--- config.mk ---
export PLATFORM = sky130hd
export DESIGN_NAME = seq_alu_flat
export DESIGN_NICKNAME = d
export VERILOG_FILES = /design/src/rtl/seq_alu_if.sv /design/src/rtl/seq_alu.sv /design/src/flat_wrapper.sv
export SDC_FILE = /design/constraint.sdc
export NUM_CORES = 1
export LEC_CHECK = 0
export ABC_CLOCK_PERIOD_IN_PS = 11300
export BUFFER_PORTS_ARGS = -buffer_cell sky130_fd_sc_hd__clkbuf_2
export CORE_MARGIN = 2
export CORE_UTILIZATION = 30
export DETAILED_ROUTE_END_ITERATION = 12
export PLACE_DENSITY = 0.51
export SLEW_MARGIN = 20
export SYNTH_ARGS = -nofsm -noshare
export SYNTH_HDL_FRONTEND = slang
export SYNTH_SLANG_ARGS = --single-unit
export TNS_END_PERCENT = 5
--- constraint.sdc ---
create_clock -name clk -period 11.3 [get_ports clk]
set_input_delay 0.565 -clock clk [delete_from_list [all_inputs] [get_ports clk]]
set_output_delay 0.565 -clock clk [all_outputs]
set_load 0.05 [all_outputs]
--- src/rtl/seq_alu_if.sv ---
// seq_alu_if: start/operand and result/flag/handshake bundle for seq_alu
interface seq_alu_if #(parameter int WIDTH = 16);
  logic             bgn;
  logic [4:0]       opcode;
  logic [WIDTH-1:0] a;
  logic [WIDTH-1:0] b;
  logic [WIDTH-1:0] acc1;
  logic [WIDTH-1:0] acc2;
  logic             zero;
  logic             negative;
  logic             carry;
  logic             overflow;
  logic             busy;
  logic             rdy;
  modport master (
    output bgn, opcode, a, b,
    input  acc1, acc2, zero, negative, carry, overflow, busy, rdy
  );
  modport slave (
    input  bgn, opcode, a, b,
    output acc1, acc2, zero, negative, carry, overflow, busy, rdy
  );
endinterface

--- src/rtl/seq_alu.sv ---
// seq_alu: multi-cycle ALU with bgn/rdy handshake; define SEQ_ALU_BARREL_EN for single-cycle rotates
module seq_alu #(
  parameter int WIDTH = 16
) (
  input logic     clk,
  input logic     rst,
  seq_alu_if.slave bus
);
  localparam int CW = $clog2(WIDTH) + 1;
  localparam logic [4:0] OP_ADD = 5'h01, OP_SUB = 5'h02, OP_LSR = 5'h03, OP_LSL = 5'h04,
                         OP_RSR = 5'h05, OP_RSL = 5'h06, OP_MUL = 5'h07, OP_DIV = 5'h08,
                         OP_MOD = 5'h09, OP_AND = 5'h0A, OP_OR  = 5'h0B, OP_XOR = 5'h0C,
                         OP_NOT = 5'h0D, OP_CMP = 5'h0E, OP_TST = 5'h0F, OP_INC = 5'h10,
                         OP_DEC = 5'h11;
  typedef enum logic [1:0] {IDLE, EXEC, DONE} state_t;
  state_t           state, next_state;
  logic [4:0]       op;
  logic [WIDTH-1:0] ra, rb, wh, wl;
  logic [CW-1:0]    cnt, load, rot_cnt;
  logic [WIDTH-1:0] acc1, acc2;
  logic             zero, negative, carry, overflow;
  logic             last, is_div, start;
  logic [WIDTH:0]   mul_sum, div_sh;
  logic             div_ok;
  logic [WIDTH-1:0] div_tr, step_h, step_l, rot_res;
  logic [WIDTH-1:0] y, res1, res2, val;
  logic [WIDTH:0]   sum, lsr_t, lsl_t;
  logic             sub, ovf, c, v, z, n, wr_acc, wr_flag;
  assign start  = state == IDLE && bus.bgn;
  assign last   = cnt <= CW'(1);
  assign is_div = op == OP_DIV || op == OP_MOD;
  assign load   = (bus.opcode == OP_MUL || bus.opcode == OP_DIV || bus.opcode == OP_MOD) ? CW'(WIDTH) :
                  (bus.opcode == OP_RSR || bus.opcode == OP_RSL) ? rot_cnt : CW'(1);
`ifdef SEQ_ALU_BARREL_EN
  logic [CW-1:0] rmod;
  assign rmod    = CW'(rb % WIDTH);
  assign rot_res = op == OP_RSR ? (ra >> rmod) | (ra << (CW'(WIDTH) - rmod))
                                : (ra << rmod) | (ra >> (CW'(WIDTH) - rmod));
  assign rot_cnt = CW'(1);
`else
  assign rot_res = step_l;
  assign rot_cnt = CW'(bus.b % WIDTH);
`endif
  assign bus.acc1     = acc1;
  assign bus.acc2     = acc2;
  assign bus.zero     = zero;
  assign bus.negative = negative;
  assign bus.carry    = carry;
  assign bus.overflow = overflow;
  assign bus.busy     = state == EXEC;
  assign bus.rdy      = state == DONE;
  // State register; a reset mid-operation drops straight back to IDLE
  always_ff @(posedge clk) begin
    if (rst) state <= IDLE;
    else     state <= next_state;
  end
  // Next state: EXEC runs until the iteration counter reaches its last step
  always_comb begin
    next_state = state;
    case (state)
      IDLE:    next_state = bus.bgn ? EXEC : IDLE;
      EXEC:    next_state = last ? DONE : EXEC;
      default: next_state = IDLE;
    endcase
  end
  // One iteration step: shift-add multiply, restoring divide, or one-bit rotate
  always_comb begin
    mul_sum = {1'b0, wh} + (wl[0] ? {1'b0, ra} : '0);
    div_sh  = {wh, wl[WIDTH-1]};
    div_ok  = div_sh >= {1'b0, rb};
    div_tr  = div_sh[WIDTH-1:0] - rb;
    step_h  = wh;
    step_l  = wl;
    if (op == OP_MUL) {step_h, step_l} = {mul_sum, wl[WIDTH-1:1]};
    else if (is_div) begin
      step_h = div_ok ? div_tr : div_sh[WIDTH-1:0];
      step_l = {wl[WIDTH-2:0], div_ok};
    end
    else if (op == OP_RSR && cnt != '0) step_l = {wl[0], wl[WIDTH-1:1]};
    else if (op == OP_RSL && cnt != '0) step_l = {wl[WIDTH-2:0], wl[WIDTH-1]};
  end
  // Result and flag values committed on the final EXEC step
  always_comb begin
    y       = (op == OP_INC || op == OP_DEC) ? WIDTH'(1) : rb;
    sub     = op == OP_SUB || op == OP_CMP || op == OP_DEC;
    sum     = sub ? {1'b0, ra} - {1'b0, y} : {1'b0, ra} + {1'b0, y};
    ovf     = (sub ? ra[WIDTH-1] != y[WIDTH-1] : ra[WIDTH-1] == y[WIDTH-1]) && sum[WIDTH-1] != ra[WIDTH-1];
    lsr_t   = {ra, 1'b0} >> rb;
    lsl_t   = {1'b0, ra} << rb;
    res1    = acc1;
    res2    = '0;
    c       = 1'b0;
    v       = 1'b0;
    wr_acc  = 1'b1;
    wr_flag = 1'b1;
    case (op)
      OP_ADD, OP_SUB, OP_INC, OP_DEC: begin
        res1 = sum[WIDTH-1:0];
        c    = sum[WIDTH];
        v    = ovf;
      end
      OP_CMP: begin
        wr_acc = 1'b0;
        c      = sum[WIDTH];
        v      = ovf;
      end
      OP_LSR:         {res1, c} = lsr_t;
      OP_LSL:         {c, res1} = lsl_t;
      OP_RSR, OP_RSL: res1 = rot_res;
      OP_MUL:         {res2, res1} = {step_h, step_l};
      OP_DIV, OP_MOD: begin
        {res2, res1} = {step_h, step_l};
        v            = rb == '0;
      end
      OP_AND:         res1 = ra & rb;
      OP_OR:          res1 = ra | rb;
      OP_XOR:         res1 = ra ^ rb;
      OP_NOT:         res1 = ~ra;
      OP_TST:         wr_acc = 1'b0;
      default: begin
        wr_acc  = 1'b0;
        wr_flag = 1'b0;
      end
    endcase
    val = op == OP_CMP ? sum[WIDTH-1:0] : op == OP_TST ? ra & rb : res1;
    z   = val == '0 && res2 == '0;
    n   = op == OP_MUL ? res2[WIDTH-1] : val[WIDTH-1];
  end
  // Datapath: latch operands on start, iterate in EXEC, commit on the last step
  always_ff @(posedge clk) begin
    if (rst) begin
      acc1     <= '0;
      acc2     <= '0;
      zero     <= 1'b0;
      negative <= 1'b0;
      carry    <= 1'b0;
      overflow <= 1'b0;
    end else if (start) begin
      op  <= bus.opcode;
      ra  <= bus.a;
      rb  <= bus.b;
      cnt <= load;
      wh  <= '0;
      wl  <= bus.opcode == OP_MUL ? bus.b : bus.a;
    end else if (state == EXEC) begin
      cnt <= cnt - CW'(1);
      wh  <= step_h;
      wl  <= step_l;
      if (last && wr_acc) begin
        acc1 <= res1;
        acc2 <= res2;
      end
      if (last && wr_flag) begin
        zero     <= z;
        negative <= n;
        carry    <= c;
        overflow <= v;
      end
    end
  end
endmodule

--- src/flat_wrapper.sv ---
// flat-port wrapper written by rule: the top's interface ports become plain ports
module seq_alu_flat 
#(
  parameter int WIDTH = 16
)
  (clk, rst, bus_bgn, bus_opcode, bus_a, bus_b, bus_acc1, bus_acc2, bus_zero, bus_negative, bus_carry, bus_overflow, bus_busy, bus_rdy);
  seq_alu_if #(.WIDTH(WIDTH)) bus_i ();
  input logic clk;
  input logic rst;
  input wire logic [$bits(bus_i.bgn)-1:0] bus_bgn;
  input wire logic [$bits(bus_i.opcode)-1:0] bus_opcode;
  input wire logic [$bits(bus_i.a)-1:0] bus_a;
  input wire logic [$bits(bus_i.b)-1:0] bus_b;
  output wire logic [$bits(bus_i.acc1)-1:0] bus_acc1;
  output wire logic [$bits(bus_i.acc2)-1:0] bus_acc2;
  output wire logic [$bits(bus_i.zero)-1:0] bus_zero;
  output wire logic [$bits(bus_i.negative)-1:0] bus_negative;
  output wire logic [$bits(bus_i.carry)-1:0] bus_carry;
  output wire logic [$bits(bus_i.overflow)-1:0] bus_overflow;
  output wire logic [$bits(bus_i.busy)-1:0] bus_busy;
  output wire logic [$bits(bus_i.rdy)-1:0] bus_rdy;
  assign bus_i.bgn = bus_bgn;
  assign bus_i.opcode = bus_opcode;
  assign bus_i.a = bus_a;
  assign bus_i.b = bus_b;
  assign bus_acc1 = bus_i.acc1;
  assign bus_acc2 = bus_i.acc2;
  assign bus_zero = bus_i.zero;
  assign bus_negative = bus_i.negative;
  assign bus_carry = bus_i.carry;
  assign bus_overflow = bus_i.overflow;
  assign bus_busy = bus_i.busy;
  assign bus_rdy = bus_i.rdy;
  seq_alu #(.WIDTH(WIDTH)) u_core (.clk(clk), .rst(rst), .bus(bus_i));
endmodule
---- After elaboration in Yosys (flattened, before gate mapping) ----
Cells that the tools add are included.
W data, S select, Z words.
word-level totals
  flip-flop bits (word level) ............. 112
  bits of input ports ..................... 40
  output and inout bits ................... 38
  word-level logic and storage cells ...... 117
cells by class
  add/subtract/negate cells ............... 5
  $lt $le $gt $ge ......................... 2
  eq/ne operators ......................... 27
  shifts and indexed selects .............. 2
  muxes and demuxes ....................... 31
  bitwise operators ....................... 6
  reduce and logical (&&, ||, !) cells .... 31
operators with widths
  operator              number
  $mux W16              16
  $pmux W16 S8          1
  $eq A5 B4 Y1 const B  10
  $logic_not A16 Y1     3
  $eq A5 B3 Y1 const B  7
  $add A16 B16 Y17      1
  $add A16 B17 Y17      1
  $ge A17 B16 Y1        1
  $mux W17              1
  $reduce_or A17 Y1     1
  $shl A16 B16 Y17      1
  $shr A17 B16 Y17      1
  $sub A16 B16 Y17      1
  $and A16 B16 Y16      1
  $not A16 Y16          1
  $or A16 B16 Y16       1
  $sub A16 B16 Y16      1
  $xor A16 B16 Y16      1
  $mux W5               3
  $reduce_or A15 Y1     1
  $eq A5 B2 Y1 const B  2
  $eq A5 B5 Y1 const B  2
  $reduce_or A5 Y1      2
  $logic_and A1 B1 Y1   7
  other kinds (23)      37

---- Depth between registers and ports, before layout ----
Gate-level depths: netlist of run 1.
  word-level depth ........................ 11
  depth in mapped cells ................... 21
  mapped depth without buffers ............ 19

---- Worst setup path before layout of run 1 ----
Ideal clock, no wire load.
  path type ............................... reg-to-reg
  from .................................... reg u_core.op[4]
  to ...................................... reg u_core.zero (netlist: u_core.bus.zero)
  setup time .............................. 87 ps
  arrival ................................. 4,569 ps
  slack ................................... 6,644 ps
  stages on the path, launching flop included .. 19
  clock period less this slack ............ 4,656 ps
  cell sequence ........................... edfxtp_1 -> buf_6 -> clkbuf_1 -> clkbuf_1 -> a211oi_1 -> nor2_1 -> nand3_1 -> nand3_1 -> fa_1 -> a21o_1 -> a221o_1 -> a31o_2 -> a311oi_1 -> xnor2_1 -> a21oi_1 -> a211oi_1 -> a2111oi_0 -> nand4_1 -> o31ai_1
between the ends
  word-level cells in the longest chain between the ends .. 11
  elaborated cells on any way between the ends .. 47
  those cells by class .................... add/sub (2); eq/ne (17); mux (13); reduce/logical (15)
RTL lines
  what                                                       line            RTL
  from (decl)                                                seq_alu.sv:17   logic [4:0] op;
  from (signal assigned)                                     seq_alu.sv:139  op <= bus.opcode;
  branches (longest 11 deep; another with $add A16 B16 Y17)  -
  to (signal assigned)                                       seq_alu.sv:154  zero <= z;
  to (decl)                                                  seq_alu.sv:21   logic zero, negative, carry, overflow;
Parallel ways; which one is timed is not known.
A chain may end at the register's enable or synchronous reset.

---- Final worst setup path of run 1 ----
  from .................................... reg u_core.op[1]
  to ...................................... reg u_core.zero (netlist: u_core.bus.zero)
Same word-level chain as after synthesis.

==> summary.md, run 1 <==
| Metric | Value |
|---|---|
| Register area share after synthesis | 0.258 |
| Post-synthesis compound-gate area fraction | 0.280 |
| Hold Crit Class | in2reg |
| # Max-Cap Violations | 0 |
| Post-Syn Nets | approximately 1600 |
| Post-Syn Instances | between 1000 and 1500 |
| RSZ-0062 raised after global routing | no |
| # hold bufs at CTS | 0 |
| Share of layout cells above drive strength 1 | 0.120 |
| Largest net degree at the start of global routing | 62 |
| Clock slew at reported path FFs | roughly 80 ps |
| Fin worst setup slack | about 5600 ps |
| CP Class | reg2reg |
| Slew HR | 0.257 |
| Outcome | finished clean |
| Simple-gate area share of the yosys netlist | 0.210 |
| Worst r2r path cells | 16 |
| Clk_lat worst skew | between 300 and 400 ps |
| CTS tree | done |
| Seq pwr share | 0.390 |
| Num CTS Buffers | 9 |
| Pre-Repair DR Iteration Count | 8 |
| Period utilization | 0.506 |
| Buffers on Ports | a little under 80 |
| Logic pwr share | 0.351 |
| Met2 WL post-DR | approximately 24 mm |
| CTS resizes | 0 |
| Leak Pwr | around 0.0048 uW |
| Cell with the most instances after synthesis | nor2_1 |
| Crit path from | u_core.op[1] |
| Starting DRT DRC Count | 1603 |
| Net switching power | 503 uW |
| Reg-to-reg startpoint | u_core.op[1] |
| Largest family of logic cells by synthesized area | compound AO/OA/AOI/OAI gates |
| Largest cells by area after synthesis | edfxtp_1, ha_1, dfxtp_1 |
| Critical path required time | 11610 ps |
| Share of the synthesized area in the top cell type | 0.193 |
| Met3 WL | between 4 and 5 mm |
| GPL Wtd Cong | ~1 |
| Xor and xnor area share after synthesis | 0.0311 |
| Drc violations | 0 |
| Clock Sinks | 112 |
| Post-synth top area cell | edfxtp_1 |
| Commonest cells in the netlist | nor2_1, nand2_1, a21oi_1 |
| Via count | approximately 12000 |
| FP Rows | 71 |
| Post-CTS Setup Repair Bufs | 0 |
| Layout Skew | between 10 and 15 ps |
| Worst-path maximum fanout | 26 |
| Post-synth ARST share | 0 |
| I/O Pins | 78 |
| PD cells | 103 nW/um^2 |
| Post-synth EDFFs | 74 |
| Final TNS setup | 0 ps |
| Non-filler cells, final | slightly below 2000 |
| Max Used Layer | met4 |
| Ys Warns | 0 |
| Congestion Overflow GR | 0 |
| Hold_ws | around 360 ps |
| Number of global-route vias before repair | around 11000 |
| Post-DRT Antenna Nets | 0 |
| Cell Int Power | slightly above 800 uW |
| Mux cell area share after synthesis | 0.0745 |
| Post-synth top flop | edfxtp_1 |
| Worst setup path endpoint | u_core.bus.zero |
| Endpoints failing setup | 0 |
| Initial antenna violation count | 3 |
| Setup crit end kind | register |
| Fmax | ~170 MHz |
| GRT Total Usage | 0.260 |
| Die width | between 200 and 250 um |
| Syn avg cell area | 8.08 um^2 |
| Nets | roughly 1600 |
| DR WL/cell | approximately 27 um |
| Critical path startpoint category | register |
| Synth unique cells | 82 |
| Post-Synth Adder-Cell Area | 0.0941 |
| Reg-to-Reg End | u_core.bus.zero |
| Max clock buf depth | 2 |
| Met1 Wirelength | ~22 mm |
| Layout Area Growth over Synthesis | 10.2% |
| Final hold violations | 0 |
| Detail Placement HPWL | 41.0 mm |
| Clock Power Share | 0.260 |
| First-pass GRT wire length | 77.9 mm |
| Peak VDD IR | 0.0801 mV |
| Routed WL | ~53 mm |
| Total power | 1310 uW |
| Yosys reg bits | 112 |
| H-tree level count | 3 |
| Core area | around 38000 um^2 |
| Initial Util | 0.306 |
| Fin crit period | about 5700 ps |
| CTS root buf | clkbuf_16 |
| Die Y | 200 um |
| Placed instance count | 1948 |
| Cell Area, Synth | approximately 12000 um^2 |
| R2R Setup Slk | around 5600 ps |
| Pre-CTS setup slack | approximately 5700 ps |
| Die area | about 40000 um^2 |
| Worst slew pin tran | 1110 ps |
| Final Max Slew Viols | 0 |
| Sw frac | 0.384 |
| DR vias/cell | around 6.2 |
| Critical path data arrival time | roughly 6000 ps |
[power groups by stage]
stage	logic (uW)	clock network [uW]	registers [uW]
finish	459	340	510
global route	498	364	512
CTS	451	350	508
detailed placement	448	0	518
global placement	448	0	518
floorplan	317	0	499
[through the flow]
| step | area, um^2 | utilization |
|---|---|---|
| after detailed placement | 12400 | 0.329 |
| after global placement | 12400 | 0.329 |
| final | 12700 | 0.337 |
| after global routing | 12700 | 0.337 |
| after floorplan | 11500 | - |
| after CTS | 12700 | 0.337 |
[layer usage]
layer | GRT usage | up-vias
met2 | 0.410 | 646
met3 | 0.0532 | 118
met4 | 0.110 | 0
met1 | 0.346 | 5975
met5 | 0 | -
li1 | - | 5514
[sequential cells by signal (all words and copies together), names as in the netlist]
register             count
u_core.bus.acc1         16
u_core.bus.overflow      1
u_core.bus.negative      1
u_core.op                5
u_core.state             2
u_core.rb               16
u_core.wh               16
u_core.bus.zero          1
u_core.wl               16
u_core.cnt               5
u_core.bus.acc2         16
u_core.ra               16
u_core.bus.carry         1
[placed cells by master (no fill, tap or decap), types with 27 or more instances in the layout]
master,n
edfxtp_1,74
nand2_1,128
o22ai_1,33
inv_1,52
o211ai_1,28
nand3_1,28
xnor2_1,27
ha_1,82
clkbuf_2,77
buf_4,28
o21ai_0,80
nor2_1,162
dfxtp_1,38
nor3_1,47
a211oi_1,36
mux2i_1,33
a21oi_1,90
[area by class of cell]
class | instances | area [um^2]
clock inverter | 7 | 80.1
fill | 3988 | 25000
multi-input combinational | 1166 | 7990
timing repair buffer | 105 | 596
tap | 511 | 639
inverter | 54 | 203
sequential | 112 | 2980
antenna | 2 | 5.00
clock buffer | 9 | 225
[worst min path at each step]
| stage | startpoint | end | depth (start not counted) |
|---|---|---|---|
| 2_1_floorplan | u_core.wh[15] | u_core.wh[15] | 1 |
| 3_3_place_gp | u_core.bus.negative | u_core.bus.negative | 2 |
| 3_5_place_dp | u_core.bus.negative | u_core.bus.negative | 2 |
| 4_1_cts | bus_a[6] | u_core.ra[6] | 1 |
| 5_1_grt | bus_a[6] | u_core.ra[6] | 1 |
| 6_report | bus_a[6] | u_core.ra[6] | 1 |
[logic make-up (layout without fill, tap and decap cells)]
| logic type | Yosys count | after routing |
|---|---|---|
| compound gates | 472 | 472 |
| simple gates | 508 | 508 |
| flops | 112 | 112 |
| other cells | 0 | 2 |
| xor+xnor | 41 | 41 |
| fa+ha+maj | 85 | 85 |
| buf+inv | 150 | 175 |
| mux | 60 | 60 |
[worst max-delay path, stage by stage, from the launching register on]
cell and delay, ps:
edfxtp_1 890, inv_1 450, and3_1 350, nor2_1 630, nand2_1 110, o221ai_1 220, ha_1 340, and3_1 210
a221o_1 370, a31o_2 290, a311oi_1 410, xnor2_1 170, a21oi_1 230, a211oi_1 110, a2111oi_0 410, nand4_1 190
o31ai_1 250
Power figures use the tool's default switching activity.
==> inputs of run 2 (changes only) <==
--- a/config.mk
+++ b/config.mk
@@ -5,12 +5,12 @@
 export SDC_FILE = /design/constraint.sdc
 export NUM_CORES = 1
 export LEC_CHECK = 0
-export ABC_CLOCK_PERIOD_IN_PS = 11300
+export ABC_CLOCK_PERIOD_IN_PS = 5100
 export BUFFER_PORTS_ARGS = -buffer_cell sky130_fd_sc_hd__clkbuf_2
 export CORE_MARGIN = 2
 export CORE_UTILIZATION = 30
 export DETAILED_ROUTE_END_ITERATION = 12
-export PLACE_DENSITY = 0.51
+export PLACE_DENSITY = 0.53
 export SLEW_MARGIN = 20
 export SYNTH_ARGS = -nofsm -noshare
 export SYNTH_HDL_FRONTEND = slang
==> constraint.sdc (replaced) <==
create_clock -name clk -period 5.1 [get_ports clk]
set_input_delay 0.255 -clock clk [delete_from_list [all_inputs] [get_ports clk]]
set_output_delay 0.255 -clock clk [all_outputs]
set_load 0.05 [all_outputs]
==> run 2 against run 1 <==
Effect of this change:
- clock power up 110%
- largest power group is now combinational cells
- setup slack worse by 5200 ps
- count of clock-buffer cells in the layout unchanged
- largest cell class unchanged
- routed wire length up 9.6%
- cell count up 4.0%
- global-route usage up 2.5 points
- critical path type unchanged
- hold slack worse by 320 ps
- clock skew down 0.55 ps
==> summary.md, run 2 (same netlist as run 1, synthesis figures left out) <==
| Metric | Value |
|---|---|
| Hold Crit Class | in2reg |
| Final hold violations | 0 (unchanged) |
| # hold bufs at CTS | 0 (unchanged) |
| Die width | 200 um (unchanged) |
| Most frequent cells in the layout | nor2_1, nand2_1, buf_4, a21oi_1, ha_1 |
| Nets | 1652 (+5.0%) |
| Outcome | finished clean |
| Commonest non-fill, non-tap cell in the layout | nor2_1 |
| Congestion Overflow GR | 0 (unchanged) |
| Worst r2r path cells | 18 (+2) |
| RSZ-0062 raised after global routing | no |
| CTS root buf | clkbuf_16 |
| Routed WL | 58.0 mm (+9.6%) |
| Worst path slowest cell | a2111oi_1 |
| Post-DRT Antenna Nets | 0 (unchanged) |
| Setup crit end kind | register |
| Hold path depth | 1 (unchanged) |
| Fmax | 211 MHz (+21%) |
| I/O Pins | 78 (unchanged) |
| Core area | 37800 um^2 (unchanged) |
| Reg-to-Reg End | u_core.bus.zero |
| Layout Area Growth over Synthesis | 15.3% |
| Pre-CTS setup slack | 59.3 ps (-5660 ps) |
| Clock slew at reported path FFs | 80 ps (about the same) |
| Largest net degree at the start of global routing | 56 (-9.7%) |
| Num CTS Buffers | 9 (unchanged) |
| Delay-heaviest family, CP | compound AO/OA/AOI/OAI gates |
| DR WL/cell | 28.4 um (+5.4%) |
| Slew HR | 0.203 (-0.0533) |
| GRT Total Usage | 0.286 (+0.0254) |
| Number of global-route vias before repair | 11800 (+3.6%) |
| Max stage delay on crit path | 510 ps (-380 ps) |
| PD cells | 223 nW/um^2 (+120%) |
| Critical path data arrival time | 5040 ps (-980 ps) |
| First-pass GRT wire length | 84.4 mm (+8.3%) |
| Initial antenna violation count | 3 (unchanged) |
| Pre-Repair DR Iteration Count | 6 (-2) |
| Hold_sp | bus_a[1] |
| Crit-path cells | and2_1 > o211ai_1 > nand2_1 > o21ai_0 > o31ai_1 > a21oi_1 > ha_1 > and3_1 > and2_1 > a31o_2 > a21oi_1 > xnor2_1 > a2111oi_1 > buf_4 > o22ai_1 > a32oi_1 > o2111ai_1 > o31ai_1 |
| Initial Util | 0.306 (unchanged) |
| Final Cell Area | 13300 um^2 (+4.6%) |
| Detail Placement HPWL | 46.0 mm (+12%) |
| Worst-path maximum fanout | 7 (-73%) |
| CTS tree | done |
| Endpoints failing setup | 0 (unchanged) |
| R2R Setup Slk | 370 ps (-5210 ps) |
| Clock Sinks | 112 (unchanged) |
| Placed instance area | 13000 um^2 (+4.6%) |
| Worst slew pin tran | 1160 ps (+53.9 ps) |
| DR vias/cell | 6.19 (-0.72%) |
| Critical path startpoint category | register |
| Max clock buf depth | 2 (unchanged) |
| CP Class | reg2reg |
| Peak VDD IR | 0.185 mV (+130%) |
| Filler Cell Count | 4013 (+0.63%) |
| H-tree level count | 3 (unchanged) |
| Util after Layout | 0.352 (+0.0155) |
| Critical path required time | 5410 ps (-6200 ps) |
| # Max-Cap Violations | 0 (unchanged) |
| Hold EP | u_core.ra[1] |
| FP Rows | 71 (unchanged) |
| Reg-to-reg startpoint | u_core.op[3] |
| Die area | 40100 um^2 (unchanged) |
| Fin crit period | 4730 ps (-985 ps) |
| GPL Wtd Cong | 1.05 (+2.3%) |
| Final Max Slew Viols | 0 (unchanged) |
| Leak Pwr | 0.00522 uW (+7.7%) |
| Via count | 12600 (+3.2%) |
| Buffers & Inverters on Critical Path | 1 (unchanged) |
| Starting DRT DRC Count | 1458 (-9.0%) |
| Layout Skew | 9.89 ps (-0.546 ps) |
| Fin worst setup slack | 370 ps (-5210 ps) |
| Period utilization | 0.927 (+0.422) |
| Clk_lat worst skew | 400 ps (about the same) |
| Drc violations | 0 (unchanged) |
| Buffers on Ports | 77 (unchanged) |
| Share of layout cells above drive strength 1 | 0.165 (+0.0454) |
| Die Y | 200 um (unchanged) |
| Final TNS setup | 0 ps (unchanged) |
run 2: cell count changes in the layout (fill, tap and decap cells not counted), moves of 2 or more:
cell,change
buf_4,+78
a2111oi_0,-3
a2111oi_2,+2
clkinv_1,+2
clkinv_4,-2
run 2: worst max-delay path by stage:
stage | startpoint | end | slack (ps) | cells past startpoint
finish | u_core.op[3] | u_core.bus.zero | 370 | 18
CTS | u_core.op[3] | u_core.bus.zero | 50 | 18
global placement | u_core.op[3] | u_core.bus.zero | 7 | 18
detailed placement | u_core.op[3] | u_core.bus.zero | 60 | 18
floorplan | u_core.op[4] | u_core.bus.zero | 440 | 18
global route | u_core.op[3] | u_core.bus.zero | 6 | 20
run 2: power by group:
group / total, uW / switching, uW / internal (uW)
Sequential: 1110 / 79.0 / 1030
Combinational: 1140 / 715 / 421
Clock: 718 / 387 / 331
Total: 2970 / 1180 / 1790
run 2: what timing repair did:
item | 4_1_cts | 5_1_grt
gates resized for setup | 0 | 7
endpoints found under the setup margin | 0 | 2
buffers inserted | 0 | 3
run 2: final cells by class:
cell class / count / area (um^2) / area share
multi-input cells: 1166 / 8000 / 0.602
flip-flops and latches: 112 / 2980 / 0.224
repair buffers: 184 / 1200 / 0.0903
well taps: 511 / 639 / 0.0481
clock buffers: 9 / 225 / 0.0169
inverters: 54 / 203 / 0.0152
clock inverters: 7 / 47.5 / 0.00357
diodes: 1 / 2.50 / 0.000188
run 2: through the flow:
stage                     hold slack, ps  total power (uW)  std cells
after floorplan                      354              1810       1428
after CTS                           33.3              2950       2040
after global placement               441              2220       2024
final                               41.6              2970       2044
after global routing                40.5              3100       2043
after detailed placement             448              2230       2024
run 2: routing by layer:
| metal | GRT usage | up-vias | part of all wire |
|---|---|---|---|
| met5 | 0 | - | 0 |
| met1 | 0.400 | 6216 | 0.45 |
| met2 | 0.443 | 655 | 0.44 |
| met4 | 0.116 | 0 | 0.040 |
| li1 | - | 5660 | - |
| met3 | 0.0377 | 117 | 0.076 |
